--- src/rtl/pipeline_scheduler.sv ---
// Round-robin launcher for a single shared render pipeline: grants one requester,
// starts the pipeline with its config, waits out the busy window and reports done/timeout.
module pipeline_scheduler #(
  parameter int unsigned NUM_REQ        = 4,
  parameter int unsigned CFG_W          = 32,
  parameter int unsigned TIMEOUT_CYCLES = 1024
) (
  input  logic                       clk,
  input  logic                       rst_n,
  input  logic                       i_enable,
  input  logic [NUM_REQ-1:0]         i_req,
  input  logic [NUM_REQ*CFG_W-1:0]   i_req_cfg,
  output logic [NUM_REQ-1:0]         o_grant,
  output logic [NUM_REQ-1:0]         o_done,
  output logic [NUM_REQ-1:0]         o_timeout,
  output logic                       o_start_pipeline,
  output logic [CFG_W-1:0]           o_pipeline_cfg,
  input  logic                       i_pipeline_busy,
  output logic                       o_active,
  output logic [$clog2(NUM_REQ)-1:0] o_owner
);

  localparam int unsigned IDX_W = $clog2(NUM_REQ);
  localparam int unsigned WD_W  = $clog2(TIMEOUT_CYCLES);
  localparam logic [WD_W-1:0]  WD_LIMIT = WD_W'(TIMEOUT_CYCLES - 1);
  localparam logic [IDX_W-1:0] LAST_IDX = IDX_W'(NUM_REQ - 1);

  typedef enum logic [2:0] {
    S_IDLE,
    S_LAUNCH,
    S_WAIT_BUSY,
    S_RUN,
    S_DONE,
    S_FAULT,
    S_DRAIN
  } state_e;

  state_e             state_q, state_d;
  logic [IDX_W-1:0]   rr_ptr_q, rr_ptr_d;
  logic [WD_W-1:0]    wd_q, wd_d;
  logic [IDX_W-1:0]   owner_q, owner_d;
  logic [CFG_W-1:0]   cfg_q, cfg_d;
  logic [NUM_REQ-1:0] grant_q, grant_d;
  logic [NUM_REQ-1:0] done_q, done_d;
  logic [NUM_REQ-1:0] timeout_q, timeout_d;
  logic               start_q, start_d;
  logic               active_q, active_d;

  logic               found;
  logic [IDX_W-1:0]   winner;
  logic [IDX_W-1:0]   cand;
  logic [CFG_W-1:0]   winner_cfg;
  int unsigned        scan;

  function automatic logic [NUM_REQ-1:0] onehot(input logic [IDX_W-1:0] idx);
    logic [NUM_REQ-1:0] v;
    v      = '0;
    v[idx] = 1'b1;
    return v;
  endfunction

  // Scan rr_ptr, rr_ptr+1, ... wrapping at NUM_REQ; first pending request wins.
  always_comb begin
    found  = 1'b0;
    winner = '0;
    cand   = '0;
    scan   = 0;
    for (int unsigned i = 0; i < NUM_REQ; i++) begin
      scan = i + 32'(rr_ptr_q);
      if (scan >= NUM_REQ) scan = scan - NUM_REQ;
      cand = IDX_W'(scan);
      if (!found && i_req[cand]) begin
        found  = 1'b1;
        winner = cand;
      end
    end
  end

  always_comb begin
    winner_cfg = '0;
    for (int unsigned r = 0; r < NUM_REQ; r++) begin
      if (winner == IDX_W'(r)) winner_cfg = i_req_cfg[r*CFG_W +: CFG_W];
    end
  end

  always_comb begin
    state_d  = state_q;
    rr_ptr_d = rr_ptr_q;
    wd_d     = wd_q;
    owner_d  = owner_q;
    cfg_d    = cfg_q;

    unique case (state_q)
      S_IDLE: begin
        if (i_enable && found) begin
          owner_d  = winner;
          cfg_d    = winner_cfg;
          rr_ptr_d = (winner == LAST_IDX) ? '0 : winner + 1'b1;
          state_d  = S_LAUNCH;
        end
      end
      S_LAUNCH: begin
        wd_d    = '0;
        state_d = S_WAIT_BUSY;
      end
      S_WAIT_BUSY: begin
        if (wd_q != WD_LIMIT) wd_d = wd_q + 1'b1;
        if (i_pipeline_busy)        state_d = S_RUN;
        else if (wd_q == WD_LIMIT)  state_d = S_FAULT;
      end
      // Busy falling is checked first so completion wins over an expiring watchdog.
      S_RUN: begin
        if (wd_q != WD_LIMIT) wd_d = wd_q + 1'b1;
        if (!i_pipeline_busy)       state_d = S_DONE;
        else if (wd_q == WD_LIMIT)  state_d = S_FAULT;
      end
      S_DONE:  state_d = S_IDLE;
      S_FAULT: state_d = S_DRAIN;
      S_DRAIN: begin
        if (!i_pipeline_busy) state_d = S_IDLE;
      end
      default: state_d = S_IDLE;
    endcase

    // Pulse outputs are decoded from the next state so they register alongside it.
    start_d   = (state_d == S_LAUNCH);
    grant_d   = (state_d == S_LAUNCH) ? onehot(owner_d) : '0;
    done_d    = (state_d == S_DONE)   ? onehot(owner_d) : '0;
    timeout_d = (state_d == S_FAULT)  ? onehot(owner_d) : '0;
    active_d  = (state_d != S_IDLE);
  end

  always_ff @(posedge clk) begin
    if (!rst_n) begin
      state_q   <= S_IDLE;
      rr_ptr_q  <= '0;
      wd_q      <= '0;
      owner_q   <= '0;
      cfg_q     <= '0;
      grant_q   <= '0;
      done_q    <= '0;
      timeout_q <= '0;
      start_q   <= 1'b0;
      active_q  <= 1'b0;
    end else begin
      state_q   <= state_d;
      rr_ptr_q  <= rr_ptr_d;
      wd_q      <= wd_d;
      owner_q   <= owner_d;
      cfg_q     <= cfg_d;
      grant_q   <= grant_d;
      done_q    <= done_d;
      timeout_q <= timeout_d;
      start_q   <= start_d;
      active_q  <= active_d;
    end
  end

  assign o_grant          = grant_q;
  assign o_done           = done_q;
  assign o_timeout        = timeout_q;
  assign o_start_pipeline = start_q;
  assign o_pipeline_cfg   = cfg_q;
  assign o_active         = active_q;
  assign o_owner          = owner_q;

endmodule

--- config.mk ---
export PLATFORM = sky130hd
export DESIGN_NAME = pipeline_scheduler
export DESIGN_NICKNAME = d
export VERILOG_FILES = /design/src/rtl/pipeline_scheduler.sv
export SDC_FILE = /design/constraint.sdc
export NUM_CORES = 1
export LEC_CHECK = 0
export ABC_AREA = 1
export BUFFER_PORTS_ARGS = -buffer_cell sky130_fd_sc_hd__buf_2
export CORE_UTILIZATION = 50
export CTS_BUF_LIST = sky130_fd_sc_hd__clkbuf_8
export DETAILED_ROUTE_END_ITERATION = 7
export PLACE_DENSITY = 0.87
export SETUP_SLACK_MARGIN = 0.1
export SLEW_MARGIN = 20
export SYNTH_ARGS = -nofsm -noshare
export SYNTH_HDL_FRONTEND = slang
export SYNTH_SLANG_ARGS = --single-unit
--- constraint.sdc ---
create_clock -name clk -period 7.5 [get_ports clk]
set_input_delay 0.375 -clock clk [delete_from_list [all_inputs] [get_ports clk]]
set_output_delay 0.375 -clock clk [all_outputs]
set_load 0.01 [all_outputs]
==> flow_summary.yaml <==
yosys:
  synth-seq-cells: 63
  ys_seq_area_frac: 0.360
  syn_inst: 489
  synth_area_mm2: 0.00350
  yosys_warnings: 0
  syn-num-nets: 630
  ys_types: 29
  postSynthAreaPerCell_um2: 7.16
floorplanning:
  die_h_um: 85.7
  io_pins: 184
  rows: 30
  die_x_um: 85.7
  core_area_mm2: 0.00679
  start_util: 0.515
  die_area_mm2: 0.00734
power_and_ir_drop:
  power_mw: 2.47
  ir_drop_mv: 0.300
  power.density_mw_per_mm2: 532
  p_leak_nw: 2.28
sta:
  slew_headroom: 0.331
  rsz0062_at_grt: "false"
  final.setup.tns_ns: 0
  setup_viol: 0
  timing.hold.ws_ns: 0.329
  clock.fmax_ghz: 0.269
  skew_ns: 0.0113
  worst_slew_pin_slew_ns: 1.00
  finalCritPeriodShare: 0.496
  finalHoldViolCount: 0
  maxSlewViolCount: 0
  fin_crit_ns: 3.72
final_layout:
  final_cells: 754
  diodes: 0
  mostFrequentLayoutCells: "buf_2, nand2_1, o21ai_0, dfxtp_1, a21oi_1"
  fin_nets: 795
  drive_gt1_frac: 0.334
  area_growth_pct: 32.9
  mostFrequentLayoutCell: "buf_2"
clocking:
  worstSkewPairLatency_ns: 0.34
  cts_buffers: 9
  cts_setup_buffers: 0
  cts_tree: "yes"
  cts_resized: 0
  clk_path_buf_depth: 2
  htree_levels: 3
  cts_sinks: 63
  ctsHoldBuffers: 0
  cts-root-buf: "clkbuf_8"
  clkTransAtPathRegs_ns: 0.07
worst_setup_path:
  path_max_fanout: 33
  worstSetupPathType: "flip-flop to flip-flop"
  crit_path_end_kind: "flip-flop"
  reg2regPathDepth: 16
  required_ns: 7.77
  startpoint_type: "flip-flop"
  critical_path_arrival_ns: 3.99
place:
  port_buffers: 183
  gp_congestion: 0.876
  dp_cells: 739
  hpwl_um: 7040
global_route:
  grt_usage: 0.272
  grt_max_degree: 69
  grt_overflow: 0
  grt_pass1_vias: 3721
  antenna_found_initial: 0
  grt_pass1_wl_um: 16000
drt:
  via_per_inst: 5.32
  drt_wl_total_um: 9680
  first_pass_iters: 7
  avgRoutedWirePerCell_um: 12.8
  final_antenna_net_count: 0
  drc_errors: 0
  vias: 4013
  drtIter0Drc: 213
flow_run:
  max_cap_viol_count: 0
min_path:
  hold_class: "input pin to flip-flop"
  hold-path-cell-count: 3
run_status:
  status: "finished, final reports clean"
-- registers in the layout, summed over array words and instances, names as in the netlist, 2 cells and up --
signal	count
o_owner	2
wd_q	10
o_timeout	4
o_pipeline_cfg	32
state_q	3
o_grant	4
o_done	4
rr_ptr_q	2
-- report_power, final --
part	switching [mW]	leakage (nW)	internal (mW)
sequential	0.0595	0.516	0.440
combinational	1.01	1.65	0.621
clock	0.127	0.118	0.212
total	1.20	2.28	1.27
-- layout make-up --
cell class,instances,area (um2)
Clock buffer,12,165
Clock inverter,3,65.1
Fill cell,549,2140
Inverter,41,154
Multi-Input combinational cell,355,1960
Sequential cell,63,1260
Tap cell,96,120
Timing Repair Buffer,184,923
-- worst max-delay path, stage by stage, from the launching register on --
cell and delay [ns]:
dfxtp_1 0.57, inv_2 0.14, nand2_1 0.10, nand2_2 0.09, nand2_1 0.09, nand2_1 0.09, a21oi_1 0.17, nand2_1 0.06
nand2_1 0.21, inv_1 0.11, ha_2 0.41, nor2_2 0.61, buf_4 0.35, a22oi_1 0.09, o21ai_0 0.27, mux2i_1 0.12
a21oi_1 0.17
-- cell usage after synthesis --
cell,number,share of area
a22oi_1,32,0.069
nand2_4,1,0.0032
o211ai_1,1,0.0021
a31oi_1,2,0.0036
nor2_4,1,0.0032
buf_2,3,0.0043
inv_1,37,0.040
ha_1,5,0.018
nand3_2,3,0.0086
buf_1,3,0.0032
o21bai_1,1,0.0021
o31ai_1,1,0.0021
nand4_1,2,0.0036
mux2i_1,32,0.091
inv_2,4,0.0043
nand2_2,6,0.011
buf_6,2,0.0064
nor3_1,3,0.0043
xor2_1,1,0.0025
a21oi_4,1,0.0046
nor2_1,29,0.031
dfxtp_1,63,0.36
nand2_1,102,0.11
nor2_2,1,0.0018
a21oi_1,45,0.064
o21ai_0,71,0.10
o21ai_1,1,0.0014
clkbuf_1,22,0.024
nand3_1,14,0.020
-- cell families (layout without fill, tap and decap cells) --
logic type | count (synthesis) | after routing | synth area share
compound gates | 155 | 155 | 0.251
simple gates | 162 | 162 | 0.196
mux | 32 | 32 | 0.0915
buf+inv | 71 | 240 | 0.0815
fa+ha+maj | 5 | 5 | 0.0179
flops | 63 | 63 | 0.360
xor+xnor | 1 | 1 | 0.00250
-- path summary, 6_finish.rpt --
kind / start / endpoint / slack, ns
worst max-delay path: rr_ptr_q[0] / o_pipeline_cfg[1] / 3.78
worst min register to register: wd_q[8] / wd_q[8] / 0.46
worst max register to register: rr_ptr_q[0] / o_pipeline_cfg[1] / 3.78
worst min-delay path: i_req_cfg[108] / o_pipeline_cfg[12] / 0.33
-- per-stage QoR --
stage,instance area [um2],util,worst slack (ns)
after global placement,4420,0.651,3.62
final,4650,0.685,3.78
after global routing,4650,0.685,3.39
after CTS,4650,0.685,3.43
after detailed placement,4420,0.651,3.44
after floorplan,3500,-,4.98
-- routing by layer --
layer / track usage / wire length (um) / share of wire
met3: 0.0481 / 595 / 0.061
met5: 0 / 0 / 0
met1: 0.306 / 3960 / 0.41
met4: 0.120 / 293 / 0.030
met2: 0.500 / 4830 / 0.50
(Power assumes the default switching activity.)
